### config.mk
export PLATFORM = sky130hd
export DESIGN_NAME = regfile_mp
export DESIGN_NICKNAME = d
export VERILOG_FILES = /design/src/rtl/regfile_mp.sv
export SDC_FILE = /design/constraint.sdc
export NUM_CORES = 2
export LEC_CHECK = 0
export ABC_CLOCK_PERIOD_IN_PS = 6850
export CORE_MARGIN = 4
export CORE_UTILIZATION = 40
export DETAILED_ROUTE_END_ITERATION = 8
export GPL_TIMING_DRIVEN = 0
export PLACE_DENSITY = 0.64
export SLEW_MARGIN = 20
export SYNTH_ARGS = -nofsm -noshare
export SYNTH_HDL_FRONTEND = slang
export SYNTH_SLANG_ARGS = --single-unit
### constraint.sdc
create_clock -name CLK -period 6.85 [get_ports CLK]
set_input_delay 1.37 -clock CLK [delete_from_list [all_inputs] [get_ports CLK]]
set_output_delay 1.37 -clock CLK [all_outputs]
set_load 0.02 [all_outputs]
### src/rtl/regfile_mp.sv
// Multi-port register file with same-cycle write bypass and a per-register
// pending scoreboard used by the issue/hazard logic.
module regfile_mp #(
    parameter int DATA_W  = 32,
    parameter int NREGS   = 32,
    parameter int NRD     = 2,
    parameter int NWR     = 2,
    parameter int DBG_REG = NREGS - 1,
    localparam int AW     = $clog2(NREGS)
) (
    input  logic                  CLK,
    input  logic                  nRST,
    input  logic [NRD*AW-1:0]     rsel,
    output logic [NRD*DATA_W-1:0] rdat,
    output logic [NRD-1:0]        rvalid,
    input  logic [NWR-1:0]        wen,
    input  logic [NWR*AW-1:0]     wsel,
    input  logic [NWR*DATA_W-1:0] wdat,
    input  logic                  iss_en,
    input  logic [AW-1:0]         iss_sel,
    input  logic                  flush,
    output logic [AW:0]           pend_cnt,
    output logic [DATA_W-1:0]     dbg_dat
);

    logic [DATA_W-1:0] regs_reg [NREGS];
    logic [NREGS-1:0]  pend_reg;
    logic [NREGS-1:0]  pend_next;
    logic [AW:0]       cnt_reg;
    logic [AW:0]       cnt_next;
    logic [DATA_W-1:0] dbg_reg;

    // Per-register write decode; the highest-numbered matching port wins.
    logic [NREGS-1:0]  wr_hit;
    logic [DATA_W-1:0] wr_val [NREGS];

    always_comb begin
        for (int r = 0; r < NREGS; r++) begin
            wr_hit[r] = 1'b0;
            wr_val[r] = '0;
        end
        for (int r = 1; r < NREGS; r++) begin
            for (int j = 0; j < NWR; j++) begin
                if (wen[j] && (wsel[j*AW +: AW] == AW'(r))) begin
                    wr_hit[r] = 1'b1;
                    wr_val[r] = wdat[j*DATA_W +: DATA_W];
                end
            end
        end
    end

    // Register storage; entry 0 has no write decode so it stays at its reset 0.
    generate
        for (genvar gi = 0; gi < NREGS; gi++) begin : g_reg
            always_ff @(posedge CLK or negedge nRST) begin
                if (!nRST) begin
                    regs_reg[gi] <= '0;
                end else if (wr_hit[gi]) begin
                    regs_reg[gi] <= wr_val[gi];
                end
            end
        end
    endgenerate

    // Scoreboard: flush beats issue, and an issue supersedes a same-cycle write.
    always_comb begin
        pend_next = pend_reg;
        if (flush) begin
            pend_next = '0;
        end else begin
            for (int r = 1; r < NREGS; r++) begin
                if (wr_hit[r]) begin
                    pend_next[r] = 1'b0;
                end
            end
            if (iss_en && (iss_sel != '0)) begin
                pend_next[iss_sel] = 1'b1;
            end
        end
        pend_next[0] = 1'b0;
    end

    logic [AW:0] set_cnt;
    logic [AW:0] clr_cnt;

    always_comb begin
        set_cnt = '0;
        clr_cnt = '0;
        for (int r = 1; r < NREGS; r++) begin
            set_cnt = set_cnt + (AW+1)'(pend_next[r] & ~pend_reg[r]);
            clr_cnt = clr_cnt + (AW+1)'(pend_reg[r] & ~pend_next[r]);
        end
        if (flush) begin
            cnt_next = '0;
        end else begin
            cnt_next = cnt_reg + set_cnt - clr_cnt;
        end
    end

    always_ff @(posedge CLK or negedge nRST) begin
        if (!nRST) begin
            pend_reg <= '0;
            cnt_reg  <= '0;
            dbg_reg  <= '0;
        end else begin
            pend_reg <= pend_next;
            cnt_reg  <= cnt_next;
            dbg_reg  <= wr_hit[DBG_REG] ? wr_val[DBG_REG] : regs_reg[DBG_REG];
        end
    end

    assign pend_cnt = cnt_reg;
    assign dbg_dat  = dbg_reg;

    generate
        for (genvar gi = 0; gi < NRD; gi++) begin : g_rd
            logic [AW-1:0]     sel;
            logic              hit;
            logic [DATA_W-1:0] val;
            logic [DATA_W-1:0] dat;
            logic              vld;

            assign sel = rsel[gi*AW +: AW];

            always_comb begin
                hit = 1'b0;
                val = regs_reg[sel];
                for (int j = 0; j < NWR; j++) begin
                    if (wen[j] && (wsel[j*AW +: AW] == sel)) begin
                        hit = 1'b1;
                        val = wdat[j*DATA_W +: DATA_W];
                    end
                end
                if (sel == '0) begin
                    dat = '0;
                    vld = 1'b1;
                end else begin
                    dat = val;
                    vld = hit | ~pend_reg[sel];
                end
            end

            assign rdat[gi*DATA_W +: DATA_W] = dat;
            assign rvalid[gi]                = vld;
        end
    endgenerate

endmodule

==> key figures <==
Floorplanning
  – Die span in y: 422 µm
  – Die area: 0.178 mm²
  – Core Area: 0.170 mm²
  – Rows: roughly 150
  – Die W: 422 µm
  – Ports: approximately 200
  – Initial Utilization: 40.3%

Worst setup path
  – Worst Setup Start Kind: input pin
  – Reg2reg path depth: 19
  – Critical path class: input pin to flop
  – R2r setup slk: 510 ps
  – Worst setup endpoint: pend_cnt[4]$_DFF_PN0_
  – Maximum fanout along the worst path: 6
  – Beginning of the critical path: wen[0]
  – RR Startpoint: pend_reg[8]$_DFF_PN0_
  – WP data arrival: 8020 ps
  – R2r endpoint: pend_cnt[4]$_DFF_PN0_
  – Worst setup EP type: flop
  – Data required, critical path: 7460 ps

Clock tree
  – H-tree level count: 3
  – Hold buffer count at CTS: 0
  – Root Buffer: clkbuf_16
  – Clock tree sinks: 1,029
  – Clock Path Buffers: 3
  – TritonCTS clock tree: yes
  – Cts bufs inserted: 117
  – Clock Latency Late Sink: 760 ps
  – Worst-path clk slew: 60 ps

Placed design
  – Placed cells: 9,050
  – PortBufs: 123
  – Hpwl dp: 270,000 µm
  – Pre-CTS setup slack: -3270 ps
  – GP Congestion: 1.09

Timing
  – Max_slew headroom: between 10% and 20%
  – Final slew viol count: 0
  – Tightest Pin Transition: 1340 ps
  – Max Fclk: 135 MHz
  – # setup viols final: 30
  – Post-route minimum period: 7410 ps
  – TNS Setup: -3820 ps
  – Final period util: 108%
  – Final Hold Fails: 0
  – Final worst slack: -559 ps
  – Skew final: just over 6 ps
  – RSZ-0062 raised after global routing: yes

Drt
  – Final ANT Viol Nets: 0
  – Via density: between 6 and 7
  – WL met2: 143,000 µm
  – Drt pass-1 iters: 8
  – Top Metal Used: met5
  – Vias: 60,694
  – DRT iter0 DRCs: a little under 9,000
  – Wire length on met3: 44,600 µm
  – WL/cell: 36.1 µm
  – Routed WL: 339,000 µm
  – M1 WL: 123,000 µm
  – Post-route DRC violation count: 0

Pwr
  – Max IR drop VDD: 0.000263 V
  – Pwr Density: a little over 300 mW/mm²
  – Int Pwr: 15.2 mW
  – Clock power share: between 20% and 30%
  – Seq pwr share: 40.0%
  – Sw frac: 36.3%
  – Leak: 37.2 nW
  – Design Power: 23.8 mW
  – Comb power frac: 31.5%
  – Switching power: 8.66 mW

GRT
  – Vias in the first global route: roughly 58,000
  – Global-route wire length before repair: 463,000 µm
  – Antenna violations before repair: between 40 and 50
  – Gr ovfl total: 0
  – Largest net degree at the start of global routing: 137
  – Total track usage: a little under two fifths

Logic synthesis
  – EDFF count, synth: 0
  – Post-synth top area share: a little under two fifths
  – Syn Inst Count: 6,698
  – Top_reg_cell synth: dfrtp_1
  – Sequential share of the synthesized area: 37.6%
  – Syn Nets: 6,862
  – Library cells used by synthesis: 69
  – Ys async rst share: between 90% and 100%
  – Synth Cell Area: 0.0685 mm²
  – Most frequent cell after synthesis: mux2i_1
  – Area contributors post-synth: dfrtp_1 (38%), mux4_2 (15%), mux2i_1 (15%)
  – Mapped Avg Cell Area: 10.2 µm²
  – Top post-synthesis cells by count: mux2i_1 (1,035), dfrtp_1 (1,029), a21oi_1 (668)
  – Synth Register Bits: 1,029
  – Syn. warnings: 0
  – Post-synth top area cell: dfrtp_1

Final layout
  – Synth-to-layout area growth: 15.0%
  – Layout cells sized above 1: 19.0%
  – Non-Filler Instances: 9,376
  – Utilization after layout: 46.4%
  – FILL cells: 15,883
  – Nets: just over 7,000
  – Max reg flops: between 900 and 1,000

Flow run
  – Max-Cap Viols: 0

Status
  – Failing checks: setup timing
  – Status: complete, but fails checks

Hold path
  – Worst Hold Class: input pin to async pin
-- critical path, stage by stage --
cell	delay, ps
buf_8	110
nor4bb_4	450
clkbuf_8	260
nand2_8	90
nand2_8	120
a21oi_1	90
nor2b_2	260
fa_1	470
fa_1	530
inv_1	60
fa_2	560
fa_2	450
fa_2	600
fa_2	460
fa_2	550
fa_2	460
ha_4	200
fa_2	380
a21oi_2	150
nor2_1	50
nor2_1	110
xor2_1	150
nor2_1	50
-- power groups by stage --
stage	logic [mW]	clock network [mW]	registers (mW)
floorplan	4.98	0	8.58
global placement	6.91	0	9.34
detailed placement	7.10	0	9.42
CTS	7.32	6.80	9.33
global route	7.99	7.02	9.60
finish	7.51	6.79	9.53
-- cells in the final DEF, fill, tap and decap left out, types with 24 or more instances in the layout --
cell type        Yosys  final
a211oi_1            28     25
a21oi_1            668    655
a221oi_2            30     30
a22oi_1            102     98
a32oi_1             42     42
buf_1               84     79
buf_2              191    168
buf_4               77    154
buf_6               19     34
clkbuf_1           492    472
clkbuf_16            0    125
clkbuf_2             2     24
clkbuf_8             0     25
clkdlybuf4s50_1      0    109
dfrtp_1           1029   1029
diode_2              0     43
fa_1                56     43
inv_1               68     64
mux2_2              96     96
mux2i_1           1035   1035
mux4_2             464    464
nand2_1            608    581
nand3_1             48     47
nor2_1             665    660
nor2b_1             45     41
o211ai_1            33     33
o21ai_0            484    466
o21ai_1             43     55
o221ai_1            30     30
o22a_1              28     28
-- what timing repair did --
item | CTS | global route
pin swaps | 40 | 32
gates cloned | 0 | 1
hold endpoints to repair | 0 | 0
endpoints found under the setup margin | 69 | 36
resized for setup | 265 | 83
buffers inserted | 38 | 36
-- cell families (layout without fill, tap and decap cells) --
logic type | Yosys count | in the layout | synth area share (%)
mux | 1595 | 1595 | 31.9
simple gates | 1476 | 1476 | 8.85
other cells | 0 | 43 | 0
xor+xnor | 25 | 25 | 0.320
compound gates | 1571 | 1571 | 13.3
fa+ha+maj | 69 | 69 | 1.87
flops | 1029 | 1029 | 37.6
buf+inv | 933 | 1350 | 6.09
-- area by class of cell --
type	count	area [µm²]	area share [%]
Antenna cell	43	108	0.137
Buffer	852	4280	5.43
Clock buffer	165	3360	4.27
Clock inverter	56	688	0.873
Inverter	68	255	0.324
Multi-Input combinational cell	4736	39500	50.1
Sequential cell	1029	25700	32.7
Tap cell	2218	2780	3.52
Timing Repair Buffer	209	2140	2.71
-- metrics by stage --
stage / area [µm²] / hold slack (ps)
finish: 78800 / 454
detailed placement: 73100 / 577
CTS: 78300 / 455
floorplan: 68900 / 525
global route: 78800 / 488
global placement: 72900 / 560
-- metal layers --
layer / global-route usage (%) / vias to the layer above
li1: - / 24907
met3: 13.9 / 862
met4: 25.9 / 14
met2: 52.6 / 4204
met1: 45.7 / 30707
met5: 2.20 / -
-- worst min path at each step --
stage                                          from                         to  slack (ps)  depth (start not counted)
after floorplan           regs_reg[575]$_DFFE_PN0P_  regs_reg[575]$_DFFE_PN0P_         520                          2
after global placement    regs_reg[841]$_DFFE_PN0P_  regs_reg[841]$_DFFE_PN0P_         560                          2
after detailed placement  regs_reg[828]$_DFFE_PN0P_  regs_reg[828]$_DFFE_PN0P_         580                          2
after CTS                                      nRST      pend_cnt[3]$_DFF_PN0_         460                          1
after global routing                           nRST      pend_cnt[4]$_DFF_PN0_         490                          1
final                                          nRST      pend_cnt[4]$_DFF_PN0_         450                          1
Note: power is estimated with default switching activity, not from simulation.
